## src/rtl/varint_encoder_pkg.sv

```systemverilog
// Shared constants and types for the protobuf varint encoder.
package protobuf_pkg;

    // Field index width matching the upstream index bus.
    localparam int INDEX_W_DEFAULT = 10;

    // Protobuf wire type for varint-encoded fields.
    localparam logic [2:0] WIRE_VARINT = 3'd0;

    // A 64-bit value needs at most ten 7-bit groups.
    localparam int VARINT_MAX_BYTES = 10;

    // Width of the internal value register and of the shift register.
    localparam int VALUE_W = 64;

    typedef enum logic [1:0] {
        IDLE,
        LOAD_HI,
        KEY,
        VAL
    } state_t;

endpackage

```

## src/rtl/varint_encoder_if.sv

```systemverilog
// Encoded byte stream leaving the varint encoder towards the output packer.
interface varint_encoder_if
    import protobuf_pkg::*;
#(
    parameter int INDEX_W = INDEX_W_DEFAULT
);

    logic [7:0]         out_byte;
    logic               out_valid;
    logic               out_ready;
    logic               out_last;
    logic [INDEX_W-1:0] out_index;

    // Encoder side drives the bytes.
    modport master (
        output out_byte,
        output out_valid,
        output out_last,
        output out_index,
        input  out_ready
    );

    // Consumer side accepts the bytes.
    modport slave (
        input  out_byte,
        input  out_valid,
        input  out_last,
        input  out_index,
        output out_ready
    );

endinterface

```

## src/rtl/varint_encoder_byte_gen.sv

```systemverilog
// Loadable 64-bit shift register that presents one varint byte at a time.
module varint_byte_gen
    import protobuf_pkg::*;
(
    input  logic               clk,
    input  logic               reset,
    input  logic               load,
    input  logic [VALUE_W-1:0] load_value,
    input  logic               shift,
    output logic [7:0]         cur_byte,
    output logic               cont,
    output logic               last
);

    logic [VALUE_W-1:0] shreg;

    // Load a fresh value, or drop the 7-bit group just accepted downstream.
    always_ff @(posedge clk) begin
        // NOTE: sequential state uses non-blocking assignments so every flop samples pre-edge values.
        if (reset) begin
            shreg <= '0;
        end else if (load) begin
            shreg <= load_value;
        end else if (shift) begin
            shreg <= shreg >> 7;
        end
    end

    // Continuation is set while any higher group remains non-zero.
    always_comb begin
        cont     = |shreg[VALUE_W-1:7];
        last     = ~cont;
        cur_byte = {cont, shreg[6:0]};
    end

endmodule

```

## src/rtl/varint_encoder.sv

```systemverilog
// Pops varint records from the input FIFOs and emits their protobuf encoding
// (optional key varint followed by the value varint) as a byte stream.
module varint_encoder
    import protobuf_pkg::*;
#(
    parameter int INDEX_W  = INDEX_W_DEFAULT,
    parameter bit EMIT_KEY = 1'b1
) (
    input  logic               clk,
    input  logic               reset,

    input  logic [31:0]        varint_in_fifo_data,
    input  logic               varint_in_fifo_empty,
    output logic               varint_in_fifo_pop,

    input  logic [INDEX_W-1:0] varint_in_index_data,
    input  logic               varint_in_index_empty,
    output logic               varint_in_index_pop,

    input  logic               varint_in_size_data,
    output logic               varint_in_size_pop,

    varint_encoder_if.master   stream,

    output logic               busy
);

    localparam int     KEY_W      = INDEX_W + 3;
    localparam state_t AFTER_LOAD = EMIT_KEY ? KEY : VAL;

    state_t             state, state_d;
    logic [VALUE_W-1:0] value_q;
    logic [KEY_W-1:0]   key_q;
    logic [INDEX_W-1:0] field_q;
    logic [3:0]         byte_cnt;

    logic               pop_index, pop_data;
    logic               latch_lo, latch_hi;
    logic               gen_load, gen_shift;
    logic [VALUE_W-1:0] gen_load_value;
    logic [7:0]         gen_byte;
    logic               gen_cont, gen_last;
    logic               out_valid;

    varint_byte_gen u_byte_gen (
        .clk        (clk),
        .reset      (reset),
        .load       (gen_load),
        .load_value (gen_load_value),
        .shift      (gen_shift),
        .cur_byte   (gen_byte),
        .cont       (gen_cont),
        .last       (gen_last)
    );

    // State register.
    always_ff @(posedge clk) begin
        if (reset) begin
            state <= IDLE;
        end else begin
            state <= state_d;
        end
    end

    // Next state, FIFO pops and shift-register control.
    always_comb begin
        // NOTE: every output gets a default first so no path leaves a latch behind.
        state_d        = state;
        pop_index      = 1'b0;
        pop_data       = 1'b0;
        latch_lo       = 1'b0;
        latch_hi       = 1'b0;
        gen_load       = 1'b0;
        gen_load_value = '0;
        gen_shift      = 1'b0;
        out_valid      = 1'b0;

        unique case (state)
            IDLE: begin
                if (!reset && !varint_in_index_empty && !varint_in_fifo_empty) begin
                    pop_index = 1'b1;
                    pop_data  = 1'b1;
                    latch_lo  = 1'b1;
                    if (varint_in_size_data) begin
                        state_d = LOAD_HI;
                    end else begin
                        gen_load       = 1'b1;
                        gen_load_value = EMIT_KEY
                            ? VALUE_W'({varint_in_index_data, WIRE_VARINT})
                            : VALUE_W'(varint_in_fifo_data);
                        state_d        = AFTER_LOAD;
                    end
                end
            end

            LOAD_HI: begin
                if (!reset && !varint_in_fifo_empty) begin
                    pop_data       = 1'b1;
                    latch_hi       = 1'b1;
                    gen_load       = 1'b1;
                    gen_load_value = EMIT_KEY
                        ? VALUE_W'(key_q)
                        : {varint_in_fifo_data, value_q[31:0]};
                    state_d        = AFTER_LOAD;
                end
            end

            KEY: begin
                out_valid = 1'b1;
                if (stream.out_ready) begin
                    if (gen_cont) begin
                        gen_shift = 1'b1;
                    end else begin
                        gen_load       = 1'b1;
                        gen_load_value = value_q;
                        state_d        = VAL;
                    end
                end
            end

            VAL: begin
                out_valid = 1'b1;
                if (stream.out_ready) begin
                    gen_shift = 1'b1;
                    if (!gen_cont) begin
                        state_d = IDLE;
                    end
                end
            end

            default: state_d = IDLE;
        endcase
    end

    // Record registers: value halves, key and field index captured at the pops.
    always_ff @(posedge clk) begin
        // NOTE: these data registers are cleared on reset so a discarded record leaves no stale index on the bus.
        if (reset) begin
            value_q <= '0;
            key_q   <= '0;
            field_q <= '0;
        end else begin
            if (latch_lo) begin
                value_q <= VALUE_W'(varint_in_fifo_data);
                key_q   <= {varint_in_index_data, WIRE_VARINT};
                field_q <= varint_in_index_data;
            end
            if (latch_hi) begin
                value_q[63:32] <= varint_in_fifo_data;
            end
        end
    end

    // Count value bytes accepted, saturating at the 64-bit maximum.
    always_ff @(posedge clk) begin
        if (reset) begin
            byte_cnt <= '0;
        end else if (state_d == VAL && state != VAL) begin
            byte_cnt <= '0;
        end else if (state == VAL && gen_shift && byte_cnt != 4'(VARINT_MAX_BYTES)) begin
            byte_cnt <= byte_cnt + 4'd1;
        end
    end

    // Guard: a value varint never needs an eleventh byte.
    always_ff @(posedge clk) begin
        if (!reset && state == VAL && gen_shift) begin
            assert (byte_cnt < 4'(VARINT_MAX_BYTES));
        end
    end

    // Output drive; the byte bus is forced to zero outside KEY/VAL.
    always_comb begin
        stream.out_valid      = out_valid;
        stream.out_byte       = out_valid ? gen_byte : 8'h00;
        stream.out_last       = (state == VAL) && gen_last;
        stream.out_index      = field_q;
        busy                  = (state != IDLE);
        varint_in_index_pop   = pop_index;
        varint_in_size_pop    = pop_index;
        varint_in_fifo_pop    = pop_data;
    end

endmodule

```

## src/flat_wrapper.sv

```systemverilog
// flat-port wrapper written by rule: the top's interface ports become plain ports
module varint_encoder_flat import protobuf_pkg::*;
#(
    parameter int INDEX_W  = INDEX_W_DEFAULT,
    parameter bit EMIT_KEY = 1'b1
)
  (clk, reset, varint_in_fifo_data, varint_in_fifo_empty, varint_in_fifo_pop, varint_in_index_data, varint_in_index_empty, varint_in_index_pop, varint_in_size_data, varint_in_size_pop, busy, stream_out_byte, stream_out_valid, stream_out_last, stream_out_index, stream_out_ready);
  varint_encoder_if #(.INDEX_W(INDEX_W)) stream_i ();
  input  logic clk;
  input  logic reset;
  input  logic [31:0] varint_in_fifo_data;
  input  logic varint_in_fifo_empty;
  output logic varint_in_fifo_pop;
  input  logic [INDEX_W-1:0] varint_in_index_data;
  input  logic varint_in_index_empty;
  output logic varint_in_index_pop;
  input  logic varint_in_size_data;
  output logic varint_in_size_pop;
  output logic busy;
  output wire logic [$bits(stream_i.out_byte)-1:0] stream_out_byte;
  output wire logic [$bits(stream_i.out_valid)-1:0] stream_out_valid;
  output wire logic [$bits(stream_i.out_last)-1:0] stream_out_last;
  output wire logic [$bits(stream_i.out_index)-1:0] stream_out_index;
  input wire logic [$bits(stream_i.out_ready)-1:0] stream_out_ready;
  assign stream_out_byte = stream_i.out_byte;
  assign stream_out_valid = stream_i.out_valid;
  assign stream_out_last = stream_i.out_last;
  assign stream_out_index = stream_i.out_index;
  assign stream_i.out_ready = stream_out_ready;
  varint_encoder #(.INDEX_W(INDEX_W), .EMIT_KEY(EMIT_KEY)) u_core (.clk(clk), .reset(reset), .varint_in_fifo_data(varint_in_fifo_data), .varint_in_fifo_empty(varint_in_fifo_empty), .varint_in_fifo_pop(varint_in_fifo_pop), .varint_in_index_data(varint_in_index_data), .varint_in_index_empty(varint_in_index_empty), .varint_in_index_pop(varint_in_index_pop), .varint_in_size_data(varint_in_size_data), .varint_in_size_pop(varint_in_size_pop), .stream(stream_i), .busy(busy));
endmodule
```

## config.mk

```make
export PLATFORM = sky130hd
export DESIGN_NAME = varint_encoder_flat
export DESIGN_NICKNAME = d
export VERILOG_FILES = /design/src/rtl/varint_encoder_pkg.sv /design/src/rtl/varint_encoder_if.sv /design/src/rtl/varint_encoder_byte_gen.sv /design/src/rtl/varint_encoder.sv /design/src/flat_wrapper.sv
export SDC_FILE = /design/constraint.sdc
export NUM_CORES = 1
export LEC_CHECK = 0
export CAP_MARGIN = 10
export CORE_ASPECT_RATIO = 1.5
export CORE_MARGIN = 5
export CORE_UTILIZATION = 35
export DETAILED_ROUTE_END_ITERATION = 8
export GPL_TIMING_DRIVEN = 0
export SLEW_MARGIN = 10
export SYNTH_ARGS = -nofsm -noshare
export SYNTH_HDL_FRONTEND = slang
export SYNTH_HIERARCHICAL = 1
export SYNTH_SLANG_ARGS = --single-unit
export TNS_END_PERCENT = 30
```

## constraint.sdc

```tcl
create_clock -name clk -period 3.95 [get_ports clk]
set_input_delay 0.79 -clock clk [delete_from_list [all_inputs] [get_ports clk]]
set_output_delay 0.79 -clock clk [all_outputs]
set_load 0.02 [all_outputs]
```

After elaboration in Yosys (flattened, before gate mapping)

Cells that the tools add are included.

Register bits: 140
Latch bits: 0
Bits in writable memories: 0
Memory bits (read-only): 0
Output and inout port bits: 24
Memories: 0

Add/sub/neg operators: 0
$mul: 0
Div/mod/pow operators: 0
Magnitude comparators: 0
Equal/unequal tests: 9
Shift-type cells: 0
Muxes and demuxes: 34
Bitwise logic cells: 1
Reductions and logical operators: 14

Operators by type and width:

| operator             | number |
|---|---|
| $mux W64             | 6 |
| $pmux W64 S3         | 1 |
| $reduce_or A57 Y1    | 1 |
| $mux W32             | 1 |
| $mux W13             | 2 |
| $mux W2              | 7 |
| $mux W1              | 12 |
| $mux W8              | 1 |
| $ne A2 B2 Y1 const B | 4 |
| $pmux W2 S4          | 1 |
| $reduce_and A6 Y1    | 1 |
| $reduce_bool A2 Y1   | 3 |
| $eq A2 B2 Y1 const B | 2 |
| $logic_and A1 B1 Y1  | 4 |
| $ne A2 B1 Y1 const B | 2 |
| $pmux W1 S2          | 2 |
| $logic_not A1 Y1     | 3 |
| $pmux W1 S3          | 1 |
| $eq A2 B1 Y1 const B | 1 |
| $logic_not A2 Y1     | 1 |
| $reduce_or A2 Y1     | 1 |
| $not A1 Y1           | 1 |

Depth between registers and ports, before layout

Depth in word-level cells: 7
Gate-level depth with buffers: 12
Mapped depth without buffers: 9

By module

Netlist, hierarchy kept.

By module, submodules not included:

| module          | instances | cells an instance | area an instance (µm²) | seq. area each (µm²) |
|---|---|---|---|---|
| varint_encoder  | 1         | 469               | 3,547.2                | 1,521.5 |
| varint_byte_gen | 1         | 307               | 3,114.2                | 1,281.2 |

Worst setup path before layout

No wires, ideal clock.

Kind: input-to-output
From: input reset
To: output varint_in_fifo_pop
Data arrival time: 1.892 ns
Required time: 3.160 ns
Slack: 1.268 ns
Stages: 5
Path buffers: 3
Cell sequence: or4b_1 buf_2 buf_6 buf_4 nand2_1

Word-level cells in the longest chain between the ends: 5

Ends and longest elaborated chain:

| element                           | line                                       | text |
|---|---|---|
| start, declared                   | flat_wrapper.sv:10                         | `input logic reset;` |
| $logic_not A1 Y1 *                | varint_encoder.sv:80, varint_encoder.sv:97 |  |
| $logic_and A1 B1 Y1 (2 in series) | varint_encoder.sv:80                       | `if (!reset && !varint_in_index_empty && !varint_in_fifo_empty) begin` |
| $mux W1                           | varint_encoder.sv:80                       |  |
| $pmux W1 S2 *                     | varint_encoder.sv:78                       | `unique case (state)` |
| end, declared                     | flat_wrapper.sv:13                         | `output logic varint_in_fifo_pop;` |

Every way passes the cells marked *; elsewhere a longest branch is shown, timed or not.

Worst setup path in the final report

From: input varint_in_fifo_empty
To: output varint_in_index_pop

Word-level cells in the longest chain between the ends: 4

Ends and longest elaborated chain:

| element             | line                 | text |
|---|---|---|
| start, declared     | flat_wrapper.sv:12   | `input logic varint_in_fifo_empty;` |
| $logic_not A1 Y1    | varint_encoder.sv:80 |  |
| $logic_and A1 B1 Y1 | varint_encoder.sv:80 |  |
| $mux W1             | varint_encoder.sv:80 |  |
| $mux W1             | varint_encoder.sv:78 |  |
| end, declared       | flat_wrapper.sv:16   | `output logic varint_in_index_pop;` |

Every way passes these cells.

==> impl_results.md <==
- # port buffers: 71
- Core Box Area: 18600 um^2
- CP endpoint kind: primary output
- Reg2reg start: u_core/u_byte_gen/shreg[48]$_SDFFE_PP0P_
- Final setup vio count: 0
- Worst-Skew Late Latency: 0.42 ns
- Final setup TNS: 0 ns
- Antenna Nets Post-Route: 0
- Post-Syn Nets: 830
- Diodes inserted: 0
- Slew Limit Fails: 0
- Hold path endpoint: u_core/value_q[0]$_SDFFE_PP0P_
- Tmin final: 3.82 ns
- Synth Flop Type: dfxtp_1
- Sink Count: 140
- Total of max-cap violations: 0
- First-pass iteration count of the detailed router: 4
- HP Start: u_core/value_q[0]$_SDFFE_PP0P_
- Area Overhead vs Synth: 24.5%
- FF+latch area: 2800 um^2
- Die Span Y: 179 um
- Critical Path RT: 3.16 ns
- Reg-to-Reg End: u_core/u_byte_gen/shreg[14]$_SDFFE_PP0P_
- Antenna violations before repair: 0
- Die ar.: 21900 um^2
- Gr usage total: 0.200
- Net count, final: 920
- Inst Count DP: 1099
- Startpoint Class: input port
- Worst hold-check path type: flip-flop to flip-flop
- GRT Residual Overflow: 0
- Post-synthesis area per instance: 8.58 um^2
- Initial Util: 0.358
- Pre-CTS setup slack: 0.0230 ns
- Total Wirelength: 21400 um
- DR vias: 5624
- Residual DRC: 0
- Slew headroom: 0.160
- CTS Buffer Depth: 2
- Placer congestion estimate: 0.875
- Number of global-route vias before repair: 5727
- Die width: 123 um
- R2R setup slack: 0.32 ns
- Leak pwr: 3.10 nW
- CP Max Fanout: 11
- Hold Path Depth: 2
- Post-CTS Setup Bufs: 0
- Clock slew at reported path FFs: 0.06 ns
- Distinct cells, synth: 34
- Via density per instance: 4.97
- Worst R2R Path Depth: 10
- IO Pins: 72
- Final Hold Viols: 0
- Post-synth EDFFs: 0
- RSZ-0062 raised after global routing: no
- Worst Setup Slack, final: 0.133 ns
- Sequential area share after synthesis: 0.421
- Slew of the pin with the lowest slew margin: 1.26 ns
- Post-Layout Cell Count: 1131
- Tcrit/Tclk final: 0.966
- Register bit total from synthesis: 140
- Initial drt markers: 265
- Share of cells above drive strength 1: 0.0933
- Cells after Synth: 776
- Share of flip-flops with an asynchronous set or reset: 0
- Status: complete, no violations
- Number of H-tree levels: 4
- Multi-input gate area: 3470 um^2
- Largest net degree at the start of global routing: 17
- Wire length per cell: 18.9 um
- CTS tree: done
- Most frequent cells in the layout: 140 x dfxtp_1, 117 x nand2_1, 93 x a21oi_1
- Worst vdd ir: 0.321 mV
- Root Buffer: clkbuf_16
- HPWL Detailed: 16300 um
- Synth warn: 6
- Post-Syn Area: 6660 um^2
- Cts bufs inserted: 17
- Row cnt: 61
- Most common library cell in the layout ignoring fill and taps: dfxtp_1
- Filler cells: 1926
- Power density over cell area: 464 nW/um^2
- Kind of critical path: input port to primary output
- Critical Path Start: varint_in_fifo_empty
- F_max: 0.262 GHz
- Clock skew: 0.0107 ns
- Arr. time, crit path: 3.03 ns
- First-pass GRT wire length: 32700 um
## registers in the layout, indices dropped and copies added, names as in the netlist
signal,cells
u_core/u_byte_gen/shreg,64
u_core/stream.out_index,10
u_core/value_q,64
u_core/state,2
## how the worst max path moves through the flow
stage	slack (ns)	endpoint	cells after the start
6_report	0.13	varint_in_index_pop	6
3_3_place_gp	0.03	varint_in_fifo_pop	7
4_1_cts	0.01	varint_in_fifo_pop	7
2_1_floorplan	1.27	varint_in_fifo_pop	5
5_1_grt	0.06	varint_in_index_pop	6
3_5_place_dp	0.02	varint_in_fifo_pop	7
## power by group
part | total (W) | switching [W] | internal, W | leakage (nW)
combinational | 0.000722 | 0.000440 | 0.000282 | 1.70
sequential | 0.00150 | 0.0000373 | 0.00146 | 1.13
clock | 0.00163 | 0.000668 | 0.000960 | 0.277
## worst max-delay path, cell delays in order
cell	delay (ns)
clkdlybuf4s50_1	0.50
or4b_1	0.63
buf_2	0.20
clkinv_4	0.10
buf_4	0.18
clkdlybuf4s50_1	0.62
## metrics by stage
step | area, um^2 | power (W) | utilization | hold slack [ns]
2_1_floorplan | 6660 | 0.00198 | - | 0.432
4_1_cts | 8290 | 0.00387 | 0.445 | 0.452
3_5_place_dp | 7690 | 0.00225 | 0.413 | 0.443
6_report | 8290 | 0.00385 | 0.445 | 0.451
3_3_place_gp | 7690 | 0.00225 | 0.413 | 0.441
5_1_grt | 8290 | 0.00399 | 0.445 | 0.465
## area by class of cell
type | count | area share
well taps | 252 | 0.0380
clock inverters | 14 | 0.0192
clock buffers | 18 | 0.0530
multi-input cells | 560 | 0.418
plain buffers | 70 | 0.0448
flip-flops and latches | 140 | 0.338
inverters | 6 | 0.00332
repair buffers | 71 | 0.0857
## cells in the mapped netlist (2+ instances only)
master / count / area (um^2)
clkbuf_1: 33 / 124
ha_1: 6 / 75.1
mux2_2: 9 / 101
buf_2: 15 / 75.1
nor3_1: 2 / 10.0
mux2i_1: 58 / 581
buf_4: 17 / 128
mux2_1: 50 / 563
nand2_1: 117 / 439
nor2b_1: 11 / 68.8
nand2b_1: 2 / 12.5
dfxtp_1: 140 / 2800
inv_1: 5 / 18.8
nand4_1: 3 / 18.8
a22oi_1: 10 / 75.1
a21oi_1: 93 / 465
buf_1: 2 / 7.51
nor2_1: 71 / 267
buf_6: 2 / 22.5
nand3_1: 43 / 215
and2_1: 55 / 344
nor3b_1: 8 / 60.1
nor4_1: 13 / 81.3
## metal layers
| metal | up-vias | share of wire | global-route usage |
|---|---|---|---|
| met5 | - | 0 | 0 |
| met1 | 2639 | 0.39 | 0.211 |
| met2 | 139 | 0.53 | 0.373 |
| met4 | 0 | 0.046 | 0.106 |
| li1 | 2800 | - | - |
| met3 | 46 | 0.036 | 0.0335 |
## logic make-up after synthesis
kind of cell             Yosys count  synth area share
AND/OR/NAND/NOR                  331             0.237
flip-flops                       140             0.421
multiplexers                     117             0.187
AO/OA/AOI/OAI                    106            0.0845
buffers and inverters             76            0.0599
adder cells (fa/ha/maj)            6            0.0113
## repair_timing
action	in CTS	in global routing
hold endpoints to repair	0	0
hold buffers	0	0
setup endpoints to repair	0	3
resized for setup	0	3
Power figures use the tool's default switching activity.
